$ cat src/rtl/reset_hold_pkg.sv
// Shared state encodings and default thresholds for the reset hold timer.
package reset_hold_pkg;

  typedef enum logic [1:0] {
    ST_IDLE = 2'd0,
    ST_HOLD = 2'd1,
    ST_OFF  = 2'd2,
    ST_CLR  = 2'd3
  } hold_state_e;

  localparam int DEF_CLK_HZ    = 7093790;
  localparam int DEF_TICK_HZ   = 10;
  localparam int DEF_OFF_TICKS = 30;
  localparam int DEF_RST_TICKS = 60;
  localparam int DEF_FILT      = 4;

  // Bits needed to hold values 0..max_val, never less than one.
  function automatic int cnt_w(input int max_val);
    return (max_val < 1) ? 1 : $clog2(max_val + 1);
  endfunction

endpackage

$ cat src/rtl/reset_hold_timer_tick_gen.sv
// Prescaler: counts 0..DIV-1 while enabled and flags the wrap cycle as a tick.
module tick_gen
  import reset_hold_pkg::*;
#(
  parameter int DIV = 10
) (
  input  logic clk,
  input  logic rst_n,
  input  logic en,
  input  logic clr,
  output logic tick
);

  localparam int W = cnt_w(DIV - 1);
  localparam logic [W-1:0] LAST = W'(DIV - 1);
  localparam logic [W-1:0] ONE  = W'(1);

  logic [W-1:0] cnt;

  always_ff @(posedge clk or negedge rst_n) begin
    if (!rst_n)       cnt <= '0;
    else if (clr)     cnt <= '0;
    else if (en)      cnt <= (cnt == LAST) ? '0 : cnt + ONE;
  end

  assign tick = en && !clr && (cnt == LAST);

endmodule

$ cat src/rtl/reset_hold_timer.sv
// Times how long the bus reset is held and raises maprom-off / maprom-clear levels.
module reset_hold_timer
  import reset_hold_pkg::*;
#(
  parameter int CLK_HZ    = DEF_CLK_HZ,
  parameter int TICK_HZ   = DEF_TICK_HZ,
  parameter int OFF_TICKS = DEF_OFF_TICKS,
  parameter int RST_TICKS = DEF_RST_TICKS,
  parameter int FILT      = DEF_FILT
) (
  input  logic       CLK,
  input  logic       _POR,
  input  logic       _RST,
  output logic       rst_maprom_off,
  output logic       rst_maprom_rst,
  output logic [1:0] hold_state
);

  localparam int DIV = (CLK_HZ / TICK_HZ < 1) ? 1 : CLK_HZ / TICK_HZ;
  localparam int FW  = cnt_w(FILT);
  localparam int TW  = cnt_w(RST_TICKS);

  localparam logic [FW-1:0] FILT_MAX = FW'(FILT);
  localparam logic [TW-1:0] OFF_MAX  = TW'(OFF_TICKS);
  localparam logic [TW-1:0] RST_MAX  = TW'(RST_TICKS);

  logic [1:0]    sync;
  logic          rst_s;
  logic [FW-1:0] filt_cnt, filt_nx;
  logic [TW-1:0] tick_cnt;
  logic          tick, enter, run_en;
  hold_state_e   state;

  always_ff @(posedge CLK or negedge _POR) begin
    if (!_POR) sync <= 2'b11;
    else       sync <= {sync[0], _RST};
  end
  assign rst_s = sync[1];

  always_comb begin
    filt_nx = filt_cnt;
    if (rst_s)                     filt_nx = '0;
    else if (filt_cnt != FILT_MAX) filt_nx = filt_cnt + FW'(1);
  end

  always_ff @(posedge CLK or negedge _POR) begin
    if (!_POR) filt_cnt <= '0;
    else       filt_cnt <= filt_nx;
  end

  // Hold starts on the very edge the filter saturates.
  assign enter  = (state == ST_IDLE) && !rst_s && (filt_nx == FILT_MAX);
  assign run_en = (state == ST_HOLD) || (state == ST_OFF);

  tick_gen #(.DIV(DIV)) u_tick_gen (
    .clk   (CLK),
    .rst_n (_POR),
    .en    (run_en),
    .clr   (enter),
    .tick  (tick)
  );

  always_ff @(posedge CLK or negedge _POR) begin
    if (!_POR)                           tick_cnt <= '0;
    else if (enter)                      tick_cnt <= '0;
    else if (tick && tick_cnt != RST_MAX) tick_cnt <= tick_cnt + TW'(1);
  end

  // Release always wins over any threshold hit in the same cycle.
  always_ff @(posedge CLK or negedge _POR) begin
    if (!_POR) begin
      state          <= ST_IDLE;
      rst_maprom_off <= 1'b0;
      rst_maprom_rst <= 1'b0;
    end else if (state != ST_IDLE && rst_s) begin
      state          <= ST_IDLE;
      rst_maprom_off <= 1'b0;
      rst_maprom_rst <= 1'b0;
    end else begin
      case (state)
        ST_IDLE: if (enter) state <= ST_HOLD;
        ST_HOLD: if (tick_cnt >= OFF_MAX) begin
          state          <= ST_OFF;
          rst_maprom_off <= 1'b1;
        end
        ST_OFF:  if (tick_cnt == RST_MAX) begin
          state          <= ST_CLR;
          rst_maprom_rst <= 1'b1;
        end
        default: state <= ST_CLR;
      endcase
    end
  end

  assign hold_state = state;

endmodule

$ cat config.mk
export PLATFORM = sky130hd
export DESIGN_NAME = reset_hold_timer
export DESIGN_NICKNAME = d
export VERILOG_FILES = /design/src/rtl/reset_hold_pkg.sv /design/src/rtl/reset_hold_timer_tick_gen.sv /design/src/rtl/reset_hold_timer.sv
export SDC_FILE = /design/constraint.sdc
export NUM_CORES = 1
export LEC_CHECK = 0
export CAP_MARGIN = 20
export CORE_ASPECT_RATIO = 0.6
export CORE_MARGIN = 2
export CORE_UTILIZATION = 40
export DETAILED_ROUTE_END_ITERATION = 16
export GPL_TIMING_DRIVEN = 0
export SETUP_SLACK_MARGIN = 0.5
export SLEW_MARGIN = 20
export SYNTH_ARGS = -nofsm -noshare
export SYNTH_HDL_FRONTEND = slang
export SYNTH_SLANG_ARGS = --single-unit
$ cat constraint.sdc
create_clock -name CLK -period 2.7 [get_ports CLK]
set_clock_uncertainty 0.2 [all_clocks]
set_input_delay 0.54 -clock CLK [delete_from_list [all_inputs] [get_ports CLK]]
set_output_delay 0.54 -clock CLK [all_outputs]
set_load 0.05 [all_outputs]
# Word level (Yosys, flattened, before mapping)
# Index checks and enable logic that the tools add are counted.
# Widths: inputs -> output; s select.
# classes
n_addsub	3
magnitude_cmp	1
n_eq_ne	10
muxes	18
n_reduce_logical	20
# ops
cell	n
$mux 20	3
$add 20x1->20 const B	1
$eq 20x20->1 const B	1
$reduce_bool 2->1	7
$mux 6	2
$ne 3x1->1 const B	3
$mux 2	4
$add 6x1->6 const B	1
$eq 6x6->1 const B	1
$ge 6x5->1 const B	1
$logic_and 1x1->1	6
$mux 1	6
$mux 3	2
$ne 6x6->1 const B	1
$pmux 2 s3	1
$reduce_and 2->1	2
$add 3x1->3 const B	1
$eq 3x3->1 const B	1
$ne 3x3->1 const B	1
$reduce_and 3->1	1
$eq 2x1->1 const B	1
$eq 2x2->1 const B	1
$logic_not 1->1	2
$logic_not 2->1	1
$logic_or 1x1->1	1
# word_totals
ff_bits	35
input_bits	3
out_inout_bits	4
elab_cells	59

# Depth between registers and ports, before layout
# logic_depth
ltp_word	11
mapped_depth	8
mapped_depth_nobuf	7

# By module
# From an unflattened synthesis, not the netlist that was laid out.
# hier_totals
cells_unflattened	226
hier_area_um2	2039.5
# by_module_without_submodules
module	n_inst	cells_per_inst	area_each_um2	seq_area_each_um2
tick_gen	1	139	1194.9	500.5
reset_hold_timer	1	87	844.6	377.9

# Worst setup path after synthesis
# Ideal clock, no wire load.
# synth_timing
kind	reg2reg
start	register state[1], in the netlist hold_state[1]
end	register tick_cnt[4]
setup_time_ns	0.132
arrival_ns	2.026
required_time_ns	2.368
path_slack_ns	0.342
stages_incl_launch_ff	8
n_path_buf	0
period_less_slack_ns	2.358
path_cell_list	dfrtp_1 inv_1 ha_1 nor3b_1 o211ai_1 nor3_1 xnor2_1 nor2_1
# synth_via
elab_chain_len	8
elab_cells_between_ends	12
cone_classes	eq/ne (2); mux (1); reduce/logical (9)
# synth_lines
item	line	text
from (decl)	reset_hold_timer.sv:32	hold_state_e state;
from (signal assigned)	reset_hold_timer.sv:72	state <= ST_IDLE;
from (signal assigned)	reset_hold_timer.sv:76	state <= ST_IDLE;
from (signal assigned)	reset_hold_timer.sv:81	ST_IDLE: if (enter) state <= ST_HOLD;
$logic_not 2->1	reset_hold_timer.sv:52	assign enter = (state == ST_IDLE) && !rst_s && (filt_nx == FILT_MAX);
$logic_and 1x1->1 (2 in a row)	reset_hold_timer.sv:52	
$logic_not 1->1	reset_hold_timer_tick_gen.sv:26	assign tick = en && !clr && (cnt == LAST);
$logic_and 1x1->1 (2 in a row)	reset_hold_timer_tick_gen.sv:26	
$logic_and 1x1->1	reset_hold_timer.sv:66	else if (tick && tick_cnt != RST_MAX) tick_cnt <= tick_cnt + TW'(1);
$reduce_bool 2->1 (no source line)	--	
to (signal assigned)	reset_hold_timer.sv:66	
to (decl)	reset_hold_timer.sv:30	logic [TW-1:0] tick_cnt;
# Parallel ways exist; a longest one is shown, timed or not.
# A chain may end at the register's enable or synchronous reset.

# Worst setup path in the final report
# layout_timing
start	register filt_cnt[1]
end	register state[0], in the netlist hold_state[0]
# layout_via
elab_chain_len	7
elab_cells_between_ends	8
cone_classes	add/sub (1); eq/ne (3); mux (2); reduce/logical (2)
# layout_lines
item	line	text
from (decl)	reset_hold_timer.sv:29	logic [FW-1:0] filt_cnt, filt_nx;
from (signal assigned)	reset_hold_timer.sv:48	else filt_cnt <= filt_nx;
$add 3x1->3 or $ne 3x3->1 (tied branches)	reset_hold_timer.sv:43	else if (filt_cnt != FILT_MAX) filt_nx = filt_cnt + FW'(1);
$mux 3 (*)	reset_hold_timer.sv:43	
$mux 3 (*)	reset_hold_timer.sv:42	if (rst_s) filt_nx = '0;
via filt_nx[2]	reset_hold_timer.sv:29	
$eq 3x3->1 (*)	reset_hold_timer.sv:52	
$logic_and 1x1->1 (*)	reset_hold_timer.sv:52	
$ne 3x1->1 (no source line) (*)	--	
$reduce_and 3->1 (no source line) (*)	--	
# Mark *: on every way through the listed nets, which the timed path passes. The rest lies on a longest branch.

==> flow_summary.yaml <==
timing:
  tightest_slew_ns: 0.522
  setup-tns-final_ns: 0
  finalMaxSlewViolations: 0
  rsz0062_at_grt: "yes"
  finalHoldViolCount: 0
  period_share_pct: 82.8
  max_freq_mhz: 447
  maxSlewHeadroom_pct: 65.2
  period_minus_slack_ns: 2.24
  setup_viol_count_final: 0
clock_tree:
  htree_levels: 2
  clk_pin_slew_worst_paths_ns: 0.07
  cts_tree: "done"
  clk_path_buf_depth: 2
  clock_latency_ns: 0.29
  root_buffer: "clkbuf_8"
  numCtsBuffers: 5
  cts_sinks: 35
critical_path:
  path_buf_inv: 1
  critPathLaunchType: "flop"
  worst-setup-path-type: "flop to flop"
  crit_family: "simple AND/OR/NAND/NOR gates"
  crit_chain: "inv_2, ha_4, and3b_2, nor3_4, nand3_4, a22oi_1, mux2_2"
  max_stage_delay_ns: 0.42
  cp_slowest_cell: "dfrtp_1"
  worst-endpoint-arrival_ns: 2.21
  worstSetupEndpointType: "flop"
  required_ns: 2.68
  cp_max_fo: 4
yosys:
  async_reset_ff_share_pct: 100
  synth_compound_area_share_pct: 11.0
  ys_seq_area_share_pct: 42.6
  yosys.area.top_type_share_pct: 40.1
  synth_top_family_by_area: "simple AND/OR/NAND/NOR gates"
  synthTopCellsByArea: "dfrtp_1, ha_1, nand3_1"
  avgSynthCellArea_sq_um: 9.15
  ys_types: 46
  synth-adder-area-share_pct: 6.08
  yosys_warnings: 0
  synth_top_cell_by_area: "dfrtp_1"
  yosys.area_share.xor_xnor_pct: 5.53
  synth-simple-area-share_pct: 29.5
  syn-cell-area_sq_um: 2060
  syn_inst: 225
  synth_edf_count: 0
  ys_ff_latch: 35
  synth_ff_type: "dfrtp_1"
  synth.area.mux_share_pct: 2.25
  synthesis.nets: 238
power:
  ir_drop_mv: 0.435
  power_mw: 2.04
  p_leak_nw: 1.15
  powerDensity_nw_per_um2: 765
placement:
  globalplace.congestion: 0.842
  port_buffers: 6
  dpl.hpwl_microns: 3300
  post-place-cells: 298
min_path:
  min_path_type: "flop to flop"
die:
  core_sq_um: 5000
  num_rows: 20
  die_area_sq_um: 5760
  ios: 7
  start_util_pct: 41.1
  dieWidth_microns: 96.6
  die_y_microns: 59.6
run:
  maxCapViolations: 0
routing:
  totalWireLength_microns: 5210
  drt_pre_antenna_iters: 4
  vias: 1839
  final_antenna_net_count: 0
  viasPerCell: 5.68
  drt_iter0_markers: 131
  wire_per_inst_microns: 16.1
  drc: 0
status:
  status: "finished clean"
cells_and_area:
  layout_common_cells: "dfrtp_1, nand2_1, nor2_1, nand3_1, buf_4"
  syn_to_final_growth_pct: 29.2
  layout.nets: 270
  nFillCells: 468
  layout_commonest_cell: "dfrtp_1"
  drive_gt1_share_pct: 25.6
  fin_cells: 324
  diodes: 0
global_route:
  grt_pass1_vias: 1633
  grt_max_degree: 27
  overflow: 0
  antenna_found_initial: 0
  grtUsageTotal_pct: 18.4
  grt_pass1_wl_microns: 8290
## path summary, 6_finish.rpt
path | start | endpoint | slack, ns | depth (start not counted)
worst min register to register | sync[0] | sync[1] | 0.16 | 0
max in group asynchronous | _POR | sync[0] | 1.38 | 3
worst max-delay path | filt_cnt[1] | hold_state[0] | 0.46 | 7
worst min-delay path | sync[0] | sync[1] | 0.16 | 0
worst max register to register | filt_cnt[1] | hold_state[0] | 0.46 | 7
min in group asynchronous | _POR | u_tick_gen.cnt[6] | 0.43 | 2
## per-layer routing
metal  global-route usage (%)  vias to the layer above  wire length [microns]
met2                     25.0                       50                   2160
met4                     5.43                        0                     63
met3                     4.25                        9                    257
li1                         -                      877                      -
met1                     28.7                      903                   2730
met5                        0                        -                      0
## registers in the layout, summed over array words and instances (netlist names)
signal / cells
u_tick_gen.cnt: 20
tick_cnt: 6
filt_cnt: 3
hold_state: 2
sync: 2
rst_maprom_off: 1
rst_maprom_rst: 1
## cell families (layout without fill, tap and decap cells)
logic type               Yosys count  after routing
AND/OR/NAND/NOR                  113            113
flip-flops                        35             35
AO/OA/AOI/OAI                     34             34
buffers and inverters             16             49
XOR/XNOR                          13             13
adder cells (fa/ha/maj)           10             10
multiplexers                       4              4
## power by group
part	internal, mW	switching [mW]	leakage (nW)
Sequential	0.594	0.100	0.452
Combinational	0.384	0.523	0.649
Clock	0.233	0.201	0.0515
## through the flow
| step | setup slack [ns] | util, % | instance area, sq um | hold WS [ns] |
|---|---|---|---|---|
| after floorplan | 0.518 | - | 2060 | 0.0444 |
| after global placement | -0.102 | 44.1 | 2200 | 0.146 |
| after detailed placement | 0.276 | 44.4 | 2220 | 0.148 |
| after CTS | 0.436 | 48.9 | 2450 | 0.159 |
| after global routing | 0.367 | 53.2 | 2660 | 0.167 |
| final | 0.465 | 53.2 | 2660 | 0.158 |
## final cells by class
class | instances | area [sq um] | share of cell area [%]
Multi-Input combinational cell | 174 | 1260 | 47.4
Sequential cell | 35 | 881 | 33.1
Timing Repair Buffer | 25 | 253 | 9.50
Clock buffer | 8 | 100 | 3.76
Tap cell | 66 | 82.6 | 3.10
Inverter | 12 | 45.0 | 1.69
Buffer | 4 | 38.8 | 1.46
## cell usage after synthesis, types with 3 or more instances
library cell / instances
nand3_1: 21
nand4_1: 5
a21oi_1: 9
nor3_1: 7
and3_1: 6
and4_1: 3
nor2_1: 23
inv_1: 12
xnor2_1: 7
o31ai_1: 3
xor2_1: 6
or4_1: 6
nand2_1: 23
ha_1: 10
o21ai_0: 6
dfrtp_1: 33
## timing repair
item	in CTS	in global routing
resized for setup	19	28
setup buffers	5	11
hold buffers	1	0
cloned	0	1
endpoints found under the hold margin	9	0
endpoints found under the setup margin	24	22
pin swaps	8	9
Power figures use the tool's default switching activity.
